==> src/rtl/game_flow_ctl.sv <==
// Pong game sequencer: picks the displayed screen, keeps both scores, holds the
// ball/paddle logic at the serve position between points and flags the winner.
// Time is measured in video frames, one frame per vsync_in rising edge.
module game_flow_ctl #(
   parameter int unsigned WIN_SCORE     = 5,
   parameter int unsigned SCORE_W       = 4,
   parameter int unsigned SERVE_FRAMES  = 60,
   parameter int unsigned WINNER_FRAMES = 300,
   parameter int unsigned FRAME_CNT_W   = 9
) (
   input  logic               pclk,
   input  logic               rst_n,
   input  logic               vsync_in,
   input  logic               start_btn,
   input  logic               goal_p1,
   input  logic               goal_p2,
   output logic [SCORE_W-1:0] score_p1,
   output logic [SCORE_W-1:0] score_p2,
   output logic               player_won,
   output logic [1:0]         screen_sel,
   output logic               ball_rst,
   output logic               game_active
);

   typedef enum logic [1:0] {
      StTitle = 2'd0,
      StServe = 2'd1,
      StPlay  = 2'd2,
      StWin   = 2'd3
   } state_e;

   localparam logic [1:0] ScreenTitle  = 2'd0;
   localparam logic [1:0] ScreenField  = 2'd1;
   localparam logic [1:0] ScreenWinner = 2'd2;

   localparam logic [SCORE_W-1:0]     WinScore  = SCORE_W'(WIN_SCORE);
   localparam logic [FRAME_CNT_W-1:0] ServeLast = FRAME_CNT_W'(SERVE_FRAMES - 1);
   localparam logic [FRAME_CNT_W-1:0] WinLast   = FRAME_CNT_W'(WINNER_FRAMES - 1);

   state_e                 state_q, state_d;
   logic [FRAME_CNT_W-1:0] frame_cnt_q, frame_cnt_d;
   logic [SCORE_W-1:0]     score_p1_q, score_p1_d;
   logic [SCORE_W-1:0]     score_p2_q, score_p2_d;
   logic                   player_won_q, player_won_d;
   logic [1:0]             screen_sel_q, screen_sel_d;
   logic                   ball_rst_q, ball_rst_d;
   logic                   game_active_q, game_active_d;

   // Delayed copies for edge detection; reset high so a level already high at
   // reset release is not mistaken for an edge.
   logic vsync_q, start_q;
   logic frame_tick, start_edge;

   assign frame_tick = vsync_in & ~vsync_q;
   assign start_edge = start_btn & ~start_q;

   // Register the raw inputs for edge detection.
   always_ff @(posedge pclk or negedge rst_n) begin
      if (!rst_n) begin
         vsync_q <= 1'b1;
         start_q <= 1'b1;
      end else begin
         vsync_q <= vsync_in;
         start_q <= start_btn;
      end
   end

   // Next-state, frame counter and score update logic.
   always_comb begin
      state_d      = state_q;
      frame_cnt_d  = frame_cnt_q;
      score_p1_d   = score_p1_q;
      score_p2_d   = score_p2_q;
      player_won_d = player_won_q;

      case (state_q)
         StTitle: begin
            frame_cnt_d = '0;
            if (start_edge) begin
               state_d    = StServe;
               score_p1_d = '0;
               score_p2_d = '0;
            end
         end

         StServe: begin
            if (frame_tick) begin
               if (frame_cnt_q == ServeLast) begin
                  state_d     = StPlay;
                  frame_cnt_d = '0;
               end else begin
                  frame_cnt_d = frame_cnt_q + 1'b1;
               end
            end
         end

         StPlay: begin
            frame_cnt_d = '0;
            // goal_p1 wins a same-cycle tie; goal_p2 is dropped in that case.
            if (goal_p1) begin
               if (score_p1_q < WinScore) begin
                  score_p1_d = score_p1_q + 1'b1;
               end
               if (score_p1_d == WinScore) begin
                  state_d      = StWin;
                  player_won_d = 1'b0;
               end else begin
                  state_d = StServe;
               end
            end else if (goal_p2) begin
               if (score_p2_q < WinScore) begin
                  score_p2_d = score_p2_q + 1'b1;
               end
               if (score_p2_d == WinScore) begin
                  state_d      = StWin;
                  player_won_d = 1'b1;
               end else begin
                  state_d = StServe;
               end
            end
         end

         StWin: begin
            if (frame_tick) begin
               if (frame_cnt_q == WinLast) begin
                  state_d     = StTitle;
                  frame_cnt_d = '0;
               end else begin
                  frame_cnt_d = frame_cnt_q + 1'b1;
               end
            end
         end

         default: begin
            state_d     = StTitle;
            frame_cnt_d = '0;
         end
      endcase
   end

   // Output values are decoded from the next state so they register together
   // with it, giving one cycle of latency from the triggering event.
   always_comb begin
      screen_sel_d  = ScreenTitle;
      ball_rst_d    = 1'b1;
      game_active_d = 1'b0;
      case (state_d)
         StTitle: screen_sel_d = ScreenTitle;
         StServe: screen_sel_d = ScreenField;
         StPlay: begin
            screen_sel_d  = ScreenField;
            ball_rst_d    = 1'b0;
            game_active_d = 1'b1;
         end
         StWin:   screen_sel_d = ScreenWinner;
         default: screen_sel_d = ScreenTitle;
      endcase
   end

   // State and registered outputs.
   always_ff @(posedge pclk or negedge rst_n) begin
      if (!rst_n) begin
         state_q       <= StTitle;
         frame_cnt_q   <= '0;
         score_p1_q    <= '0;
         score_p2_q    <= '0;
         player_won_q  <= 1'b0;
         screen_sel_q  <= ScreenTitle;
         ball_rst_q    <= 1'b1;
         game_active_q <= 1'b0;
      end else begin
         state_q       <= state_d;
         frame_cnt_q   <= frame_cnt_d;
         score_p1_q    <= score_p1_d;
         score_p2_q    <= score_p2_d;
         player_won_q  <= player_won_d;
         screen_sel_q  <= screen_sel_d;
         ball_rst_q    <= ball_rst_d;
         game_active_q <= game_active_d;
      end
   end

   assign score_p1    = score_p1_q;
   assign score_p2    = score_p2_q;
   assign player_won  = player_won_q;
   assign screen_sel  = screen_sel_q;
   assign ball_rst    = ball_rst_q;
   assign game_active = game_active_q;

endmodule

==> config.mk <==
export PLATFORM = sky130hd
export DESIGN_NAME = game_flow_ctl
export DESIGN_NICKNAME = d
export VERILOG_FILES = /design/src/rtl/game_flow_ctl.sv
export SDC_FILE = /design/constraint.sdc
export NUM_CORES = 1
export LEC_CHECK = 0
export ABC_CLOCK_PERIOD_IN_PS = 2400
export BUFFER_PORTS_ARGS = -buffer_cell sky130_fd_sc_hd__buf_2
export CAP_MARGIN = 20
export CELL_PAD_IN_SITES_DETAIL_PLACEMENT = 2
export CELL_PAD_IN_SITES_GLOBAL_PLACEMENT = 2
export CORE_MARGIN = 4
export CORE_UTILIZATION = 35
export CTS_CLUSTER_SIZE = 10
export DETAILED_ROUTE_END_ITERATION = 12
export GPL_ROUTABILITY_DRIVEN = 1
export PLACE_DENSITY_LB_ADDON = 0.08
export SLEW_MARGIN = 20
export SYNTH_ARGS = -nofsm -noshare
export SYNTH_HDL_FRONTEND = slang
export SYNTH_SLANG_ARGS = --single-unit
==> constraint.sdc <==
create_clock -name pclk -period 2.4 [get_ports pclk]
set_input_delay 0.12 -clock pclk [delete_from_list [all_inputs] [get_ports pclk]]
set_output_delay 0.12 -clock pclk [all_outputs]
set_load 0.01 [all_outputs]
==> results of run 1 <==
==> area by class of cell <==
class,instances,area [um^2]
fillers,408,2090
multi-input cells,100,664
flip-flops and latches,26,654
repair buffers,23,135
well taps,48,60.1
clock buffers,3,41.3
inverters,10,37.5
clock inverters,1,30.0
==> per-stage QoR <==
step | cells | power [uW]
global route | 211 | 1090
CTS | 211 | 1050
detailed placement | 204 | 671
floorplan | 137 | 609
finish | 211 | 1030
global placement | 204 | 659
==> kinds of logic (layout without fill, tap and decap cells) <==
| logic type | count (synthesis) | after routing | synth area share |
|---|---|---|---|
| xor gates and xnor gates | 7 | 7 | 0.0450 |
| adders and majority gates | 8 | 8 | 0.0735 |
| buffers and inverters | 11 | 37 | 0.0312 |
| DFF | 26 | 26 | 0.481 |
| muxes | 3 | 3 | 0.0239 |
| and+or+nand+nor | 57 | 57 | 0.229 |
| AOI/OAI and AO/OA | 25 | 25 | 0.117 |
==> registers in the layout (all words and copies together), names as in the netlist <==
name	count
frame_cnt_q	9
score_p1	4
score_p2	4
screen_sel	2
state_q	2
ball_rst	1
game_active	1
player_won	1
start_q	1
vsync_q	1
==> tightest hold or removal path, stage by stage <==
cell and delay [ns]:
buf_2 0.14, nand2b_1 0.07, o221a_2 0.12
==> worst max-delay path by stage <==
stage / start / end / slack (ns) / cells past startpoint
final: score_p2[1] / screen_sel[0] / 0.16 / 8
after floorplan: score_p2[0] / screen_sel[0] / 0.22 / 8
after global placement: score_p2[1] / screen_sel[0] / 0.26 / 8
after CTS: score_p2[1] / screen_sel[0] / 0.12 / 8
after detailed placement: score_p2[1] / screen_sel[0] / 0.15 / 8
after global routing: score_p2[1] / screen_sel[0] / 0.009 / 8
==> repair_timing <==
action | in CTS | in global routing
hold endpoints to repair | 25 | 0
setup endpoints to repair | 0 | 0
hold buffers | 3 | 0
==> cell usage in the layout, fill, tap and decap left out, drive strengths merged, types with 2 or more instances in the layout <==
cell,synthesis,routed
dfrtp,23,23
buf,1,20
nand2,15,15
nor2,11,11
inv,10,10
a21oi,8,8
nand3,8,8
ha,8,8
o21ai,7,7
nand2b,4,4
xor2,4,4
nor2b,3,3
xnor2,3,3
dfstp,3,3
clkbuf,0,3
dlygate4sd3,0,3
and3,2,2
or3,2,2
nand4,2,2
or4b,2,2
mux2,2,2
and4,2,2
==> power by group through the flow <==
stage	registers, uW	logic (uW)	clock network (uW)
final	523	140	370
after global routing	531	161	401
after global placement	528	130	0
after CTS	524	144	382
after detailed placement	532	139	0
after floorplan	521	87.5	0
==> metal layers <==
metal	track usage	part of all wire
met5	0	0
met4	0.0447	0.013
met3	0.0216	0.022
met2	0.262	0.49
met1	0.214	0.48
==> qor.yml, run 1 <==
cells_and_area:
  diodes: 0
  area_growth_pct: 19.2
  fin_nets: 178
  final_util: 0.437
  drive_gt1_frac: 0.209
  design_area_mm2: 0.00162
critical_path:
  path_max_fanout: 4
  end_kind: "register"
  r2r_slack_ns: 0.16
  r2r-end: "screen_sel[0]"
  slowest_delay_ns: 0.47
  r2r_cells: 8
  crit_path_start_kind: "register"
  critical_path_required_ns: 2.62
  path_delay_family: "simple AND/OR/NAND/NOR gates"
  cp.buffers_inverters: 2
  path_cells: "inv_1 > ha_1 > or4_1 > a211o_1 > nand3b_1 > a32o_1 > ha_1 > inv_1"
  worst_path_max_delay_cell: "or4_1"
  worstReg2RegStart: "score_p2[1]"
  cp.arrival_ns: 2.46
  crit_type: "reg -> reg"
hold_path:
  hold_path_depth: 3
  holdCritStartpoint: "goal_p1"
  min_path_type: "in -> reg"
  worst_hold_path.endpoint: "player_won"
synth:
  synth_cell_types: 41
  yosysMostFrequentCell: "dfrtp_1"
  syn_inst: 137
  synthTopCellsByArea: "dfrtp_1, ha_1, dfstp_2, nand2_1, nor2_1"
  yosysSeqAreaShare: 0.481
  synth_top_area_frac: 0.423
  ys_seq_elements: 26
  yosys.area.top_type: "dfrtp_1"
  netlist_area_mm2: 0.00136
  synthFlopType: "dfrtp_1"
  yosysWarningCount: 0
  syn_nets: 151
  syn_avg_cell_area_um2: 9.94
  synth_common_cells: "dfrtp_1, nand2_1, nor2_1"
  async_flop_share: 1.00
  synth-edff-count: 0
global_routing:
  antenna_found_initial: 0
  grt_pass1_wl_um: 6370
  overflow: 0
  grt_pass1_vias: 1322
  grt_max_degree: 27
  grt_use_total: 0.158
placement:
  hpwlAfterDp_um: 2660
  place_congestion: 0.772
  dp_slack_ns: 0.154
  io_buffers: 18
  place_area_mm2: 0.00152
run_status:
  run_status: "complete, no violations"
power_and_ir_drop:
  p_sw_uw: 272
  max-vdd-ir-drop_mv: 0.293
  pwr-share-seq: 0.506
  power.density_mw_per_mm2: 637
  p_int_uw: 761
  clkPwrFrac: 0.358
  p_leak_uw: 0.000749
  swShare: 0.264
  comb_power_share: 0.136
die:
  die-area_mm2: 0.00495
  core_mm2: 0.00372
  initial_core_util: 0.366
  ios: 19
  fp-row-count: 22
  die_w_um: 70.4
  die_h_um: 70.4
cts:
  numCtsBuffers: 3
  clk_path_buf_depth: 2
  cts_setup_buffers: 0
  cts_resized: 0
  cts_sinks: 26
  tritoncts: "done"
  clkTransAtPathRegs_ns: 0.10
  htreeDepth: 1
  cts-root-buf: "clkbuf_8"
  clk_latency_ns: 0.27
timing:
  relSlewSlack: 0.535
  setup_tns_ns: 0
  setup_ws_ns: 0.156
  worst_pin_slew_ns: 0.691
  fin_crit_sh: 0.935
  setup_violations: 0
  fmax_ghz: 0.446
  finalHoldViolations: 0
  fin_skew_ns: 0.00191
  slew_violations: 0
  fin_hold_ws_ns: 0.209
  finalCriticalPeriod_ns: 2.24
  rsz0062_at_grt: "no"
routing:
  drt_first_pass_iters: 2
  drt_iter0_markers: 35
  avgRoutedWirePerCell_um: 16.7
  ant_nets: 0
  vias_per_cell: 5.36
  routed_wl_um: 3520
  num_vias: 1130
  drcViolationCount: 0
job:
  drv_cap: 0
Power figures use the tool's default switching activity.
==> inputs of run 2 (changes only) <==
--- a/config.mk
+++ b/config.mk
@@ -15,7 +15,7 @@
 export CTS_CLUSTER_SIZE = 10
 export DETAILED_ROUTE_END_ITERATION = 12
 export GPL_ROUTABILITY_DRIVEN = 1
-export PLACE_DENSITY_LB_ADDON = 0.08
+export PLACE_DENSITY = 0.85
 export SLEW_MARGIN = 20
 export SYNTH_ARGS = -nofsm -noshare
 export SYNTH_HDL_FRONTEND = slang
==> run 2 against run 1 <==
Clock-buffer cell count up 1. Critical path depth unchanged. Largest cell class unchanged. Clock power down 24%. Register-to-register slack about the same. First-iteration DRC count up 8.6%. Sequential share of layout area up 0.42 points. Via count down 1.8%. Global-route usage down 0.15 points. Sequential power about the same. Non-clock buffer count unchanged. Setup slack worse by 0.013 ns.
==> qor.yml, run 2 (synthesis gave the netlist of run 1 again) <==
run_status:
  run_status: "complete, no violations"  # unchanged
cts:
  clk_latency_ns: 0.27  # about the same
  cts_setup_buffers: 0  # unchanged
  cts_sinks: 26  # unchanged
  cts-root-buf: "clkbuf_8"  # unchanged
  htreeDepth: 1  # unchanged
  clkTransAtPathRegs_ns: 0.08  # was 0.10 ns
  tritoncts: "done"  # unchanged
  numCtsBuffers: 3  # unchanged
  clk_path_buf_depth: 2  # unchanged
power_and_ir_drop:
  clkPwrFrac: 0.298  # was 0.358
  comb_power_share: 0.147  # was 0.136
  p_int_uw: 684  # was 761 uW
  p_sw_uw: 259  # was 272 uW
  swShare: 0.275  # was 0.264
  pwr-share-seq: 0.555  # was 0.506
  power.density_mw_per_mm2: 586  # was 637 mW/mm^2
  p_leak_uw: 0.000747  # was 0.000749 uW
  max-vdd-ir-drop_mv: 0.254  # was 0.293 mV
critical_path:
  path_delay_family: "simple AND/OR/NAND/NOR gates"  # unchanged
  cp.arrival_ns: 2.47  # was 2.46 ns
  cp.buffers_inverters: 2  # unchanged
  path_max_fanout: 4  # unchanged
  r2r-end: "screen_sel[0]"  # unchanged
  r2r_cells: 8  # unchanged
  critical_path_required_ns: 2.61  # was 2.62 ns
  worst_path_max_delay_cell: "or4_1"  # unchanged
  r2r_slack_ns: 0.14  # was 0.16 ns
  end_kind: "register"  # unchanged
  worstReg2RegStart: "score_p2[1]"  # unchanged
  crit_path_start_kind: "register"  # unchanged
  crit_type: "reg -> reg"  # unchanged
  path_cells: "inv_1 > ha_1 > or4_1 > a211o_1 > nand3b_1 > a32o_2 > ha_1 > inv_1"  # was inv_1 > ha_1 > or4_1 > a211o_1 > nand3b_1 > a32o_1 > ha_1 > inv_1
  slowest_delay_ns: 0.48  # was 0.47 ns
  cp.depth: 8  # unchanged
die:
  core_mm2: 0.00372  # unchanged
  die_w_um: 70.4  # unchanged
  ios: 19  # unchanged
  fp-row-count: 22  # unchanged
  initial_core_util: 0.366  # unchanged
  die_h_um: 70.4  # unchanged
  die-area_mm2: 0.00495  # unchanged
cells_and_area:
  diodes: 0  # unchanged
  largest_reg_flops: 9  # unchanged
  final_common_cell: "dfrtp_1"  # unchanged
  area_growth_pct: 18.2  # was 19.2%
  final_cell_mix: "dfrtp_1, buf_2, nand2_1"  # unchanged
  largest_register: "frame_cnt_q"  # unchanged
  drive_gt1_frac: 0.221  # was 0.209
  fin_nets: 178  # unchanged
timing:
  fin_crit_sh: 0.940  # was 0.935
  finalHoldViolations: 0  # unchanged
  worst_pin_slew_ns: 0.809  # was 0.691 ns
  fmax_ghz: 0.443  # was 0.446 GHz
  slew_violations: 0  # unchanged
  rsz0062_at_grt: "no"  # unchanged
  setup_tns_ns: 0  # unchanged
  fin_hold_ws_ns: 0.233  # was 0.209 ns
  finalCriticalPeriod_ns: 2.26  # was 2.24 ns
  fin_skew_ns: 0.00622  # was 0.00191 ns
  relSlewSlack: 0.456  # was 0.535
  setup_violations: 0  # unchanged
routing:
  routed_wl_um: 3510  # was 3520 um
  drt_iter0_markers: 38  # was 35
  drcViolationCount: 0  # unchanged
  ant_nets: 0  # unchanged
  avgRoutedWirePerCell_um: 16.7  # about the same
  num_vias: 1110  # was 1,130
  drt_first_pass_iters: 4  # was 2
  top_layer_used: "met4"  # unchanged
  vias_per_cell: 5.26  # was 5.36
  route.met3.wl_um: 109  # was 77 um
  wirelength_met1_um: 1690  # unchanged
  wl_met2_um: 1700  # was 1710 um
placement:
  io_buffers: 18  # unchanged
  hpwlAfterDp_um: 2690  # was 2660 um
  place_congestion: 0.804  # was 0.772
global_routing:
  grt_use_total: 0.157  # was 0.158
  antenna_found_initial: 0  # unchanged
  grt_pass1_wl_um: 6110  # was 6370 um
  grt_pass1_vias: 1212  # was 1,322
  grt_max_degree: 27  # unchanged
  overflow: 0  # unchanged
job:
  drv_cap: 0  # unchanged
hold_path:
  holdCritStartpoint: "goal_p1"  # unchanged
  hold_path_depth: 3  # unchanged
  min_path_type: "in -> reg"  # unchanged
  worst_hold_path.endpoint: "player_won"  # unchanged
[run 2: changes by cell type in the layout (fill, tap and decap cells not counted)]
cell / delta
bufinv_16: -1
dfrtp_2: +1
dfrtp_1: -1
clkbuf_8: +1
a32o_1: -1
a32o_2: +1
[run 2: metal layers]
layer	up-vias	global-route usage
met1	558	0.213
met2	19	0.256
met3	2	0.0245
met5	-	0
li1	531	-
met4	0	0.0447
[run 2: cell type report]
cell class	count	area, um^2
tap	48	60.1
clock buffer	4	55.1
fill	420	2110
sequential	26	656
multi-input combinational	100	666
inverter	10	37.5
timing repair buffer	23	135
[run 2: worst register-to-register path, stage by stage, from the launching register on]
cell and delay [ns]:
dfrtp_1 0.40, inv_1 0.09, ha_1 0.29, or4_1 0.48
a211o_1 0.30, nand3b_1 0.11, a32o_2 0.23, ha_1 0.25
inv_1 0.06
[run 2: worst max path at each step]
| stage | from | to | slack, ns |
|---|---|---|---|
| 2_1_floorplan | score_p2[0] | screen_sel[0] | 0.22 |
| 3_3_place_gp | score_p2[1] | screen_sel[0] | 0.27 |
| 3_5_place_dp | score_p2[1] | screen_sel[0] | 0.15 |
| 4_1_cts | score_p2[1] | screen_sel[0] | 0.08 |
| 5_1_grt | score_p2[1] | screen_sel[0] | 0.05 |
| 6_report | score_p2[1] | screen_sel[0] | 0.14 |
[run 2: what timing repair did]
action	in CTS	in global routing
endpoints found under the setup margin	0	1
endpoints found under the hold margin	25	0
hold buffers	3	0
gates resized for setup	0	2
[run 2: power groups by stage]
| stage | registers [uW] | logic [uW] | clock network, uW |
|---|---|---|---|
| after detailed placement | 533 | 136 | 0 |
| final | 523 | 139 | 281 |
| after floorplan | 521 | 87.5 | 0 |
| after global placement | 527 | 129 | 0 |
| after global routing | 533 | 158 | 318 |
| after CTS | 523 | 142 | 295 |
[run 2: metrics by stage]
stage           util  std cells  setup slack, ns  cell area, um^2  power (uW)
2_1_floorplan      -        137            0.218             1360         609
6_report       0.433        211            0.143             1610         943
3_5_place_dp   0.409        204            0.145             1520         669
4_1_cts        0.432        211           0.0792             1610         960
5_1_grt        0.433        211           0.0463             1610        1010
3_3_place_gp   0.409        204            0.270             1520         655
==> inputs of run 3 (changes only) <==
--- a/config.mk
+++ b/config.mk
@@ -5,18 +5,18 @@
 export SDC_FILE = /design/constraint.sdc
 export NUM_CORES = 1
 export LEC_CHECK = 0
+export ABC_AREA = 1
 export ABC_CLOCK_PERIOD_IN_PS = 2400
 export BUFFER_PORTS_ARGS = -buffer_cell sky130_fd_sc_hd__buf_2
 export CAP_MARGIN = 20
 export CELL_PAD_IN_SITES_DETAIL_PLACEMENT = 2
 export CELL_PAD_IN_SITES_GLOBAL_PLACEMENT = 2
 export CORE_MARGIN = 4
-export CORE_UTILIZATION = 35
+export CORE_UTILIZATION = 32
 export CTS_CLUSTER_SIZE = 10
 export DETAILED_ROUTE_END_ITERATION = 12
 export GPL_ROUTABILITY_DRIVEN = 1
 export PLACE_DENSITY = 0.85
-export SLEW_MARGIN = 20
 export SYNTH_ARGS = -nofsm -noshare
 export SYNTH_HDL_FRONTEND = slang
 export SYNTH_SLANG_ARGS = --single-unit
==> run 3 against run 2 <==
Setup slack improved by 0.22 ns. Hold slack got worse by 0.092 ns. Critical path depth increased by 5. Design area increased by 14%. Synthesized area increased by 14%. Highest routed layer unchanged.
==> qor.yml, run 3 <==
run_status:
  run_status: "complete, no violations"  # unchanged
critical_path:
  slowest_delay_ns: 0.44  # was 0.48 ns
  crit_type: "reg -> reg"  # unchanged
  crit_path_start_kind: "register"  # unchanged
  cp.arrival_ns: 2.23  # was 2.47 ns
  r2r-end: "screen_sel[0]"  # unchanged
  end_kind: "register"  # unchanged
  worst_path_max_delay_cell: "dfrtp_1"  # was or4_1
  cp.buffers_inverters: 3  # was 2
  critical_path_required_ns: 2.59  # was 2.61 ns
  worstReg2RegStart: "score_p2[0]"  # was score_p2[1]
  path_delay_family: "simple AND/OR/NAND/NOR gates"  # unchanged
  path_max_fanout: 5  # was 4
  r2r_cells: 13  # was 8
  path_cells: "inv_1 > ha_1 > inv_1 > nand2_1 > nand2_1 > o21ai_0 > nor2_1 > nand2_1 > nand2_1 > nand3_1 > nand2_1 > ha_1 > inv_1"  # was inv_1 > ha_1 > or4_1 > a211o_1 > nand3b_1 > a32o_2 > ha_1 > inv_1
  crit_path_frequent_cell: "nand2_1"
  r2r_slack_ns: 0.36  # was 0.14 ns
routing:
  drt_first_pass_iters: 4  # unchanged
  routed_wl_um: 4170  # was 3510 um
  ant_nets: 0  # unchanged
  drcViolationCount: 0  # unchanged
  avgRoutedWirePerCell_um: 13.8  # was 16.7 um
  drt_iter0_markers: 15  # was 38
  vias_per_cell: 4.74  # was 5.26
  num_vias: 1435  # was 1,110
cts:
  numCtsBuffers: 3  # unchanged
  clk_latency_ns: 0.28  # was 0.27 ns
  cts_resized: 0  # unchanged
  cts_sinks: 26  # unchanged
  clk_path_buf_depth: 2  # unchanged
  cts-root-buf: "clkbuf_8"  # unchanged
  htreeDepth: 1  # unchanged
  tritoncts: "done"  # unchanged
  clkTransAtPathRegs_ns: 0.10  # was 0.08 ns
cells_and_area:
  largest_reg_flops: 9  # unchanged
  fill_cells: 571  # was 420
  multi_input_area_um2: 754  # was 666 um^2
  area_growth_pct: 17.7  # was 18.2%
  final_cell_mix: "nand2_1, inv_1, dfrtp_1"  # was dfrtp_1, buf_2, nand2_1
  drive_gt1_frac: 0.157  # was 0.221
  regArea_um2: 654  # was 656 um^2
  largest_register: "frame_cnt_q"  # unchanged
  diodes: 0  # unchanged
  fin_nets: 251  # was 178
  final_common_cell: "nand2_1"  # was dfrtp_1
timing:
  finalCriticalPeriod_ns: 2.04  # was 2.26 ns
  setup_violations: 0  # unchanged
  fin_hold_ws_ns: 0.141  # was 0.233 ns
  relSlewSlack: 0.591  # was 0.456
  fin_crit_sh: 0.849  # was 0.940
  slew_violations: 0  # unchanged
  fin_skew_ns: 0.00970  # was 0.00622 ns
  fmax_ghz: 0.491  # was 0.443 GHz
  worst_pin_slew_ns: 0.614  # was 0.809 ns
  setup_tns_ns: 0  # unchanged
  rsz0062_at_grt: "no"  # unchanged
  finalHoldViolations: 0  # unchanged
  setup_ws_ns: 0.361  # was 0.143 ns
global_routing:
  grt_use_total: 0.154  # was 0.157
  antenna_found_initial: 0  # unchanged
  overflow: 0  # unchanged
  grt_pass1_vias: 1621  # was 1,212
  grt_pass1_wl_um: 7350  # was 6110 um
  grt_max_degree: 27  # unchanged
placement:
  io_buffers: 18  # unchanged
  dp_slack_ns: 0.335  # was 0.145 ns
  place_congestion: 0.834  # was 0.804
  hpwlAfterDp_um: 3280  # was 2690 um
power_and_ir_drop:
  max-vdd-ir-drop_mv: 0.345  # was 0.254 mV
  p_int_uw: 938  # was 684 uW
  comb_power_share: 0.353  # was 0.147
  p_leak_uw: 0.00100  # was 0.000747 uW
  power.density_mw_per_mm2: 835  # was 586 mW/mm^2
  pwr-share-seq: 0.399  # was 0.555
  p_sw_uw: 586  # was 259 uW
  clkPwrFrac: 0.248  # was 0.298
  swShare: 0.385  # was 0.275
synth:
  yosysSeqAreaShare: 0.422  # was 0.481
  async_flop_share: 1.00  # unchanged
  ys_seq_elements: 26  # unchanged
  synthAdderAreaFrac: 0.0645  # was 0.0735
  netlist_area_mm2: 0.00155  # was 0.00136 mm^2
  synth_common_cells: "nand2_1, inv_1, dfrtp_1"  # was dfrtp_1, nand2_1, nor2_1
  syn_avg_cell_area_um2: 7.35  # was 9.94 um^2
  synthXorXnorAreaFrac: 0.0113  # was 0.0450
  yosys.area.top_type: "dfrtp_1"  # unchanged
  synthMuxAreaShare: 0  # was 0.0239
  synth_top_family_by_area: "simple AND/OR/NAND/NOR gates"  # unchanged
  synth-simple-area-share: 0.347  # was 0.229
  syn_nets: 225  # was 151
  syn_inst: 211  # was 137
  synth-edff-count: 0  # unchanged
  synth-compound-area-share: 0.0637  # was 0.117
  synthFlopType: "dfrtp_1"  # unchanged
  yosysWarningCount: 0  # unchanged
  synth_top_area_frac: 0.371  # was 0.423
  synth_cell_types: 23  # was 41
  yosysMostFrequentCell: "nand2_1"  # was dfrtp_1
  synthTopCellsByArea: "dfrtp_1, nand2_1, inv_1, nand3_1, ha_1"  # was dfrtp_1, ha_1, dfstp_2, nand2_1, nor2_1
die:
  die_h_um: 77.6  # was 70.4 um
  core_mm2: 0.00472  # was 0.00372 mm^2
  die_w_um: 77.6  # was 70.4 um
  die-area_mm2: 0.00603  # was 0.00495 mm^2
  initial_core_util: 0.328  # was 0.366
  fp-row-count: 25  # was 22
  ios: 19  # unchanged
hold_path:
  min_path_type: "in -> reg"  # unchanged
  worst_hold_path.endpoint: "score_p1[1]"  # was player_won
  holdCritStartpoint: "goal_p1"  # unchanged
  hold_path_depth: 3  # unchanged
job:
  drv_cap: 0  # unchanged
-- run 3: changes by cell type in the layout (fill, tap and decap cells not counted), sizes merged, moves of 6 or more --
cell,change
nand3,+13
a21oi,-6
nand2,+52
inv,+28
nor2,+10
-- run 3: layer usage --
| metal | vias up | routed length [um] | global-route usage |
|---|---|---|---|
| met5 | - | 0 | 0 |
| met4 | 0 | 70 | 0.0534 |
| met3 | 5 | 74 | 0.0186 |
| met2 | 12 | 2190 | 0.286 |
| met1 | 707 | 1840 | 0.179 |
| li1 | 711 | - | - |
-- run 3: cell families after synthesis --
group / Yosys count
AOI/OAI and AO/OA: 18
xor gates and xnor gates: 2
buffers and inverters: 38
adders and majority gates: 8
and+or+nand+nor: 119
DFF: 26
-- run 3: worst reg2reg max path: cells and delay by family (launching register included) --
kind | cells | cell delay, ns
AND/OR/NAND/NOR | 7 | 0.61
adder cells (fa/ha/maj) | 2 | 0.46
flip-flops | 1 | 0.44
AO/OA/AOI/OAI | 1 | 0.24
buffers and inverters | 3 | 0.20
-- run 3: power by group through the flow --
stage | Clock (uW) | Combinational, uW | Sequential, uW
floorplan | 0 | 374 | 616
global placement | 0 | 519 | 617
detailed placement | 0 | 547 | 620
CTS | 393 | 556 | 612
global route | 412 | 636 | 628
finish | 378 | 538 | 608
-- run 3: stage by stage --
stage          utilization  instance area [um^2]  power [uW]  std cells
2_1_floorplan            -                  1550         990        211
3_3_place_gp         0.365                  1730        1140        296
3_5_place_dp         0.365                  1730        1170        296
4_1_cts              0.387                  1830        1560        303
5_1_grt              0.387                  1830        1680        303
6_report             0.387                  1830        1520        303
-- run 3: worst max-delay path by stage --
stage,startpoint,to,slack (ns),cells after the start
after floorplan,score_p2[0],screen_sel[0],0.58,13
after global placement,score_p2[0],screen_sel[0],0.49,13
after detailed placement,score_p2[0],screen_sel[0],0.34,13
after CTS,score_p2[0],screen_sel[0],0.32,13
after global routing,score_p2[0],screen_sel[0],0.13,13
final,score_p2[0],screen_sel[0],0.36,13
-- run 3: area by class of cell --
type                            instances  share of cell area
Multi-Input combinational cell        147               0.413
Inverter                               38              0.0781
Clock buffer                            3              0.0226
Sequential cell                        26               0.358
Timing Repair Buffer                   21              0.0658
Tap cell                               67              0.0459
Clock inverter                          1              0.0164
-- run 3: repair_timing --
action                                 4_1_cts  5_1_grt
buffers inserted                             0        0
hold buffers                                 3        0
endpoints found under the hold margin       25        0
